`src/rtl/lcd_timing_pkg.sv`:
```
// Timing constants and colour helpers for the 480x272 RGB LCD scan-out.
package lcd_timing_pkg;
  localparam int H_VIS   = 480;
  localparam int H_FP    = 2;
  localparam int H_SYNC  = 41;
  localparam int H_BP    = 2;
  localparam int H_TOTAL = H_VIS + H_FP + H_SYNC + H_BP;

  localparam int V_VIS   = 272;
  localparam int V_FP    = 2;
  localparam int V_SYNC  = 10;
  localparam int V_BP    = 2;
  localparam int V_TOTAL = V_VIS + V_FP + V_SYNC + V_BP;

  localparam int DISP_WIDTH = 480;
  localparam int RADDR_MAX  = 130559;
  localparam int ADDR_W     = 17;
  localparam int CNT_W      = 10;

  typedef struct packed {
    logic [7:0] r;
    logic [7:0] g;
    logic [7:0] b;
  } rgb_t;

  // RGB565 (B in the top bits) to RGB888 by MSB replication.
  function automatic rgb_t expand565(input logic [15:0] px);
    rgb_t c;
    c.r = {px[4:0], px[4:2]};
    c.g = {px[10:5], px[10:9]};
    c.b = {px[15:11], px[15:13]};
    return c;
  endfunction
endpackage

```
`src/rtl/lcd_timing_gen.sv`:
```
// Phase/h/v counters for the LCD raster; one pixel slot is four clocks.
module lcd_timing_gen
  import lcd_timing_pkg::*;
#(
  parameter int H_VIS_N  = H_VIS,
  parameter int H_FP_N   = H_FP,
  parameter int H_SYNC_N = H_SYNC,
  parameter int H_BP_N   = H_BP,
  parameter int V_VIS_N  = V_VIS,
  parameter int V_FP_N   = V_FP,
  parameter int V_SYNC_N = V_SYNC,
  parameter int V_BP_N   = V_BP
) (
  input  logic             clk,
  input  logic             rst,
  output logic [1:0]       phase,
  output logic [CNT_W-1:0] h,
  output logic [CNT_W-1:0] v,
  output logic             tick,
  output logic             visible,
  output logic             hsync_rgn,
  output logic             vsync_rgn,
  output logic             frame_wrap
);
  localparam int H_TOT = H_VIS_N + H_FP_N + H_SYNC_N + H_BP_N;
  localparam int V_TOT = V_VIS_N + V_FP_N + V_SYNC_N + V_BP_N;
  localparam int HS_LO = H_VIS_N + H_FP_N;
  localparam int VS_LO = V_VIS_N + V_FP_N;

  logic h_last, v_last;

  assign tick   = phase == 2'd3;
  assign h_last = h == CNT_W'(H_TOT - 1);
  assign v_last = v == CNT_W'(V_TOT - 1);

  always_ff @(posedge clk) begin
    if (rst) begin
      phase <= 2'd0;
      h     <= '0;
      v     <= '0;
    end else begin
      phase <= phase + 2'd1;
      if (tick) begin
        h <= h_last ? '0 : h + CNT_W'(1);
        if (h_last) v <= v_last ? '0 : v + CNT_W'(1);
      end
    end
  end

  assign visible    = (h < CNT_W'(H_VIS_N)) && (v < CNT_W'(V_VIS_N));
  assign hsync_rgn  = (h >= CNT_W'(HS_LO)) && (h < CNT_W'(HS_LO + H_SYNC_N));
  assign vsync_rgn  = (v >= CNT_W'(VS_LO)) && (v < CNT_W'(VS_LO + V_SYNC_N));
  assign frame_wrap = tick && h_last && v_last;
endmodule

```
`src/rtl/lcd_scan_reader.sv`:
```
// Reads the frame buffer from SRAM in raster order and drives a parallel RGB LCD.
module lcd_scan_reader
  import lcd_timing_pkg::*;
#(
  parameter int H_VIS_N  = H_VIS,
  parameter int H_FP_N   = H_FP,
  parameter int H_SYNC_N = H_SYNC,
  parameter int H_BP_N   = H_BP,
  parameter int V_VIS_N  = V_VIS,
  parameter int V_FP_N   = V_FP,
  parameter int V_SYNC_N = V_SYNC,
  parameter int V_BP_N   = V_BP
) (
  input  logic        i_clk,
  input  logic        i_rst,
  input  logic        i_dispOn,
  input  logic        i_height_is_270,
  input  logic [23:0] i_sram_rdata,
  output logic [16:0] o_sram_raddr,
  output logic [16:0] o_sram_raddr_max,
  output logic [15:0] o_disp_width,
  output logic        o_lcd_dclk,
  output logic        o_lcd_hsync,
  output logic        o_lcd_vsync,
  output logic        o_lcd_de,
  output logic [7:0]  o_lcd_r,
  output logic [7:0]  o_lcd_g,
  output logic [7:0]  o_lcd_b,
  output logic        o_frame_start
);
  localparam int H_TOT = H_VIS_N + H_FP_N + H_SYNC_N + H_BP_N;

  logic [1:0]       phase;
  logic [CNT_W-1:0] h, v;
  logic             tick, visible, hsync_rgn, vsync_rgn, frame_wrap;
  logic             border, blank, addr_step;
  logic             unused_rdata_hi;
  rgb_t             px;

  lcd_timing_gen #(
    .H_VIS_N(H_VIS_N), .H_FP_N(H_FP_N), .H_SYNC_N(H_SYNC_N), .H_BP_N(H_BP_N),
    .V_VIS_N(V_VIS_N), .V_FP_N(V_FP_N), .V_SYNC_N(V_SYNC_N), .V_BP_N(V_BP_N)
  ) u_timing (
    .clk(i_clk), .rst(i_rst), .phase(phase), .h(h), .v(v), .tick(tick),
    .visible(visible), .hsync_rgn(hsync_rgn), .vsync_rgn(vsync_rgn),
    .frame_wrap(frame_wrap)
  );

  assign o_sram_raddr_max = ADDR_W'(RADDR_MAX);
  assign o_disp_width     = 16'(DISP_WIDTH);
  assign unused_rdata_hi  = ^i_sram_rdata[23:16];

  assign px     = expand565(i_sram_rdata[15:0]);
  assign border = (v == '0) || (v == CNT_W'(V_VIS_N - 1));
  assign blank  = !visible || !i_dispOn || (i_height_is_270 && border);

  // The address parks on a line's last pixel through h-blanking and steps into
  // the next row at the line wrap, so it never runs past the final pixel.
  assign addr_step = (visible && (h != CNT_W'(H_VIS_N - 1))) ||
                     ((h == CNT_W'(H_TOT - 1)) && (v < CNT_W'(V_VIS_N - 1)));

  always_ff @(posedge i_clk) begin
    if (i_rst) begin
      o_sram_raddr  <= '0;
      o_lcd_dclk    <= 1'b0;
      o_lcd_hsync   <= 1'b1;
      o_lcd_vsync   <= 1'b1;
      o_lcd_de      <= 1'b0;
      o_lcd_r       <= '0;
      o_lcd_g       <= '0;
      o_lcd_b       <= '0;
      o_frame_start <= 1'b0;
    end else begin
      o_lcd_dclk    <= (phase == 2'd1) || (phase == 2'd2);
      o_frame_start <= frame_wrap;
      if (tick) begin
        o_lcd_de    <= visible;
        o_lcd_hsync <= ~hsync_rgn;
        o_lcd_vsync <= ~vsync_rgn;
        {o_lcd_r, o_lcd_g, o_lcd_b} <= blank ? 24'h0 : px;
        if (frame_wrap)     o_sram_raddr <= '0;
        else if (addr_step) o_sram_raddr <= o_sram_raddr + 17'd1;
      end
    end
  end
endmodule
```
`config.mk`:
```
export PLATFORM = sky130hd
export DESIGN_NAME = lcd_scan_reader
export DESIGN_NICKNAME = d
export VERILOG_FILES = /design/src/rtl/lcd_timing_pkg.sv /design/src/rtl/lcd_timing_gen.sv /design/src/rtl/lcd_scan_reader.sv
export SDC_FILE = /design/constraint.sdc
export NUM_CORES = 1
export LEC_CHECK = 0
export ABC_AREA = 1
export BUFFER_PORTS_ARGS = -buffer_cell sky130_fd_sc_hd__buf_2
export CORE_MARGIN = 2
export CORE_UTILIZATION = 48
export CTS_BUF_LIST = sky130_fd_sc_hd__clkbuf_4
export CTS_CLUSTER_DIAMETER = 80
export DETAILED_ROUTE_END_ITERATION = 8
export MAX_ROUTING_LAYER = met4
export PLACE_DENSITY = 0.76
export SYNTH_ARGS = -nofsm -noshare
export SYNTH_HDL_FRONTEND = slang
export SYNTH_SLANG_ARGS = --single-unit
```
`constraint.sdc`:
```
create_clock -name i_clk -period 2.44 [get_ports i_clk]
set_input_delay 0.488 -clock i_clk [delete_from_list [all_inputs] [get_ports i_clk]]
set_output_delay 0.488 -clock i_clk [all_outputs]
set_load 0.03 [all_outputs]
```
### Yosys cells after proc, flatten, opt, wreduce, memory -nomap -nowiden

Index checks and enable logic that the tools add are counted.

* $add $sub $neg: 4
* $lt $le $gt $ge: 7
* eq/ne operators: 7
* mux-type cells: 5
* bitwise gates (word level): 2
* reductions and logical operators: 19

Operator list (number)
* less-than comparator 10 x 9 -> 1 bit (second input constant): 4
* 2-to-1 mux 17 bit: 2
* 2-to-1 mux 24 bit: 1
* adder 10 x 1 -> 10 bit (second input constant): 2
* equality test 10 x 9 -> 1 bit (second input constant): 2
* >= comparator 10 x 9 -> 1 bit (second input constant): 2
* 2-to-1 mux 10 bit: 2
* adder 17 x 1 -> 17 bit (second input constant): 1
* equality test 10 bit (second input constant): 1
* zero test 10 bit: 1
* less-than comparator 10 bit (second input constant): 1
* != test 10 x 9 -> 1 bit (second input constant): 1
* logical AND 1 bit: 8
* logical OR 1 bit: 5
* equality test 2 bit (second input constant): 2
* AND reduction 2 bit: 2
* adder 2 x 1 -> 2 bit (second input constant): 1
* equality test 2 x 1 -> 1 bit (second input constant): 1
* zero test 1 bit: 2
* NOT 1 bit: 2
* nonzero test 2 bit: 1

* flip-flop bits (word level): 68
* bits of input ports: 28
* output and inout bits: 79

### Depth between registers and ports, before layout

* word-level depth: 6
* depth in mapped cells: 14

### By module

Synthesis repeated with hierarchy kept, for this count alone.

* cells, all modules: 550
* area total of the unflattened synthesis: 3651.0 µm²

By module, submodules not included
* lcd_scan_reader: instances 1, cells an instance 363, area an instance 2401.1 µm², sequential area each 760.7 µm²
* lcd_timing_gen: instances 1, cells an instance 187, area an instance 1249.9 µm², sequential area each 440.4 µm²

### Least setup slack after synthesis

Ideal clock, no wire load.

* kind: register -> register
* start: register o_lcd_dclk (netlist name)
* end: register o_sram_raddr[1]
* arrival: 1791 ps
* required time: 2329 ps
* slack: 538 ps
* stages on the path, launching flop included: 15
* buffers on the path: 2
* clock period less this slack: 1902 ps
* path through: dfxtp_1 ha_1 buf_2 nand2_1 nor2_4 inv_2 nor2_4 nand2_4 nand2_8 inv_4 buf_6 nand2_1 nand2_1 o21ai_2 inv_2

RTL lines
* end signal: assignment: line lcd_scan_reader.sv:82 `else if (addr_step) o_sram_raddr <= o_sram_raddr + 17'd1;`
* end: declaration: line lcd_scan_reader.sv:19 `output logic [16:0] o_sram_raddr,`

### Final worst setup path

* start: register u_timing.phase[0]
* end: register o_sram_raddr[1]

* cells in the longest elaborated chain, start to end: 5

RTL lines
* start: declaration: line lcd_timing_gen.sv:16 `output logic [1:0] phase,`
* start signal: assignment: line lcd_timing_gen.sv:42 `phase <= phase + 2'd1;`
* equality test 2 bit (*): line lcd_timing_gen.sv:32 `assign tick = phase == 2'd3;`
* logical AND 1 bit (2 in series): line lcd_timing_gen.sv:53 `assign frame_wrap = tick && h_last && v_last;`
* nonzero test 2 bit (no line)
* AND reduction 2 bit (no line)

Mark *: on every way between the ends. The rest lies on a longest branch, timed or not.
A chain may end at the register's enable or synchronous reset.

==> results.md <==
* CP max FO at 15
* Yosys warns at 0
* Vias in the first global route at 2660
* CP bufs+invs at 3
* Total power divided by cell area at 468.6 nW/um2
* Post-CTS Resized at 0
* Post-CTS Setup Repair Bufs at 0
* Die width at 88.68 um
* Layout Skew at 0.02290 ns
* Die Y at 88.68 um
* Row cnt at 30
* Status: completed
* Die ar. at 7864 um2
* Mapped Cells at 500
* Largest net degree at the start of global routing at 26
* Max-Cap Viols at 0
* DRT Pass-1 Iters at 4
* Post-DR wirelength/cell at 11.11 um
* CP Capture Type: register
* Syn_area_per_cell at 6.884 um2
* Worst path cell trace: ha_1 > nand2_1 > nor2_4 > inv_2 > nor2_4 > nand2_4 > nand2_8 > inv_4 > nand3_2 > nand2_1 > o21ai_2 > inv_2
* Final Non-Filler Cells at 653
* Fraction of registers with async set/reset at 0
* Io pins at 107
* CP Launch Type: register
* Final core occ at 0.5408
* Top cell type by total area after synthesis: dfxtp_1
* Max Slew Vio Count at 0
* Slowest Stage Delay on Critical Path at 0.34 ns
* DRT antenna net count at 0
* Dpl hpwl at 5352 um
* Core box area at 6869 um2
* Multi-input gate area at 1734 um2
* CTS buffer count at 9
* Worst hold path type: in -> reg
* RSZ-0062 raised after global routing: no
* Tot GR Track Use at 0.1955
* Final hold vios at 0
* Clock Latency Late Sink at 0.40 ns
* Post-DP Area at 3618 um2
* Synthesized cell area at 3442 um2
* Slew HR at 0.5631
* Layout cells sized above 1 at 0.1741
* Worst path arrival time at 2.35 ns
* Hold_buf cts at 0
* CTS tree: yes
* Final setup viols at 0
* Total global routing overflow at 0
* Post-synthesis sequential area ratio at 0.3431
* Fin nets at 589
* DR vias at 3142
* Fmax at 487.1 MHz
* Post-synthesis cell type count at 35
* Worst path top cell family by delay: simple AND/OR/NAND/NOR gates
* Initial Util at 0.5011
* CTS H-tree depth at 3
* Slowest CP cell: dfxtp_1
* Synth top area share at 0.3431
* Largest cells by area after synthesis: dfxtp_1 (34%), nand2_1 (13%), buf_4 (8.9%)
* Most frequent cells in the layout: nand2_1 (120), buf_2 (65), inv_1 (62)
* Period utilization at 0.8414
* DRC Markers at 0
* Finished Cell Area at 3715 um2
* Flops & latches, synth at 59
* Commonest non-fill, non-tap cell in the layout: nand2_1
* Required @ worst endpoint at 2.73 ns
* FF/Latch Area at 1181 um2
* Antenna diode count at 0
* Port buffer count at 65
* TNS Setup at 0 ns
* Crit path kind: reg -> reg
* Min cycle time layout at 2.053 ns
* Area grow syn2layout at 7.924%
* First-pass GRT wire length at 11690 um
* WL final at 7253 um
* Slew @ Worst Pin at 0.6547 ns
* Routability cong. at 0.9073
* Post-synth EDFFs at 0
* Worst-path clk slew at 0.09 ns
* Worst-case clock buffer depth at 2
* Clock root buffer master: clkbuf_4
* Initial antenna violation count at 0
* Leak pwr at 1.763 nW
* Most common flop cell mapped by yosys: dfxtp_1
* VDD IR max at 0.2776 mV
* Cells after DPL at 638
* Fillers at 669
* Clk sinks at 59
* DR vias/cell at 4.812
* DRT iter0 DRCs at 174
==> cells by family after synthesis <==
kind of cell / share of synthesized area
simple gates: 0.3301
flops: 0.3431
xor+xnor: 0.01781
buf+inv: 0.1868
fa+ha+maj: 0.02908
other cells: 0.002182
compound gates: 0.09088
==> registers in the layout, indices dropped and copies added, names as in the netlist <==
register        cells
o_sram_raddr       17
o_lcd_dclk          1
o_frame_start       1
o_lcd_b             5
o_lcd_de            1
o_lcd_vsync         1
o_lcd_r             5
o_lcd_hsync         1
u_timing.v         10
u_timing.phase      1
u_timing.h         10
o_lcd_g             6
==> where the power goes <==
part | internal, mW | leakage, nW | switching, mW
sequential | 0.976 | 0.476 | 0.00986
combinational | 0.0458 | 1.23 | 0.171
clock | 0.202 | 0.0585 | 0.337
==> through the flow <==
stage | setup slack, ns | power, mW | hold WS, ns
after CTS | 0.3687 | 1.765 | 0.3466
after global placement | 0.4365 | 1.221 | 0.4035
final | 0.3869 | 1.741 | 0.3718
after detailed placement | 0.3829 | 1.224 | 0.4136
after global routing | 0.1855 | 1.836 | 0.3499
after floorplan | 0.5376 | 1.227 | 0.3967
==> worst paths after layout <==
path                                                   start                            to  slack (ns)  cells after the start
worst min-delay path                         i_sram_rdata[9]       o_lcd_g[6]$_SDFFE_PP0N_        0.37                      3
worst max register to register  u_timing.phase[0]$_SDFF_PP0_  o_sram_raddr[1]$_SDFFE_PP0P_        0.39                     12
worst max-delay path            u_timing.phase[0]$_SDFF_PP0_  o_sram_raddr[1]$_SDFFE_PP0P_        0.39                     12
worst min register to register  u_timing.phase[0]$_SDFF_PP0_  u_timing.phase[0]$_SDFF_PP0_        0.42                      1
==> worst reg2reg max path, stage by stage, from the launching register on <==
cell     delay (ns)
dfxtp_1        0.34
ha_1           0.32
nand2_1        0.15
nor2_4         0.12
inv_2          0.05
nor2_4         0.23
nand2_4        0.13
nand2_8        0.12
inv_4          0.10
nand3_2        0.21
nand2_1        0.10
o21ai_2        0.07
inv_2          0.03
==> area by class of cell <==
type                            instances  share of cell area
Inverter                               66             0.06736
Clock buffer                           10             0.02021
Sequential cell                        59              0.3180
Clock inverter                          5            0.005726
Timing Repair Buffer                   66             0.08959
Tap cell                               96             0.03233
Multi-Input combinational cell        351              0.4668
==> layer usage <==
layer	vias up	share of wire	track usage
met2	107	0.45	0.2985
met3	8	0.070	0.04011
met5	-	0	-
li1	1629	-	-
met4	0	0.012	0.09780
met1	1398	0.47	0.2444
==> synth_stat cells (4+ instances only) <==
cell / instances
nand2_1: 120
inv_1: 62
dfxtp_1: 59
nor2_1: 51
buf_4: 41
a21oi_1: 32
nand3_1: 26
nand4_1: 24
o21ai_0: 16
clkbuf_1: 8
ha_1: 8
nor3_1: 7
xor2_1: 5
buf_6: 4
(Power assumes the default switching activity.)
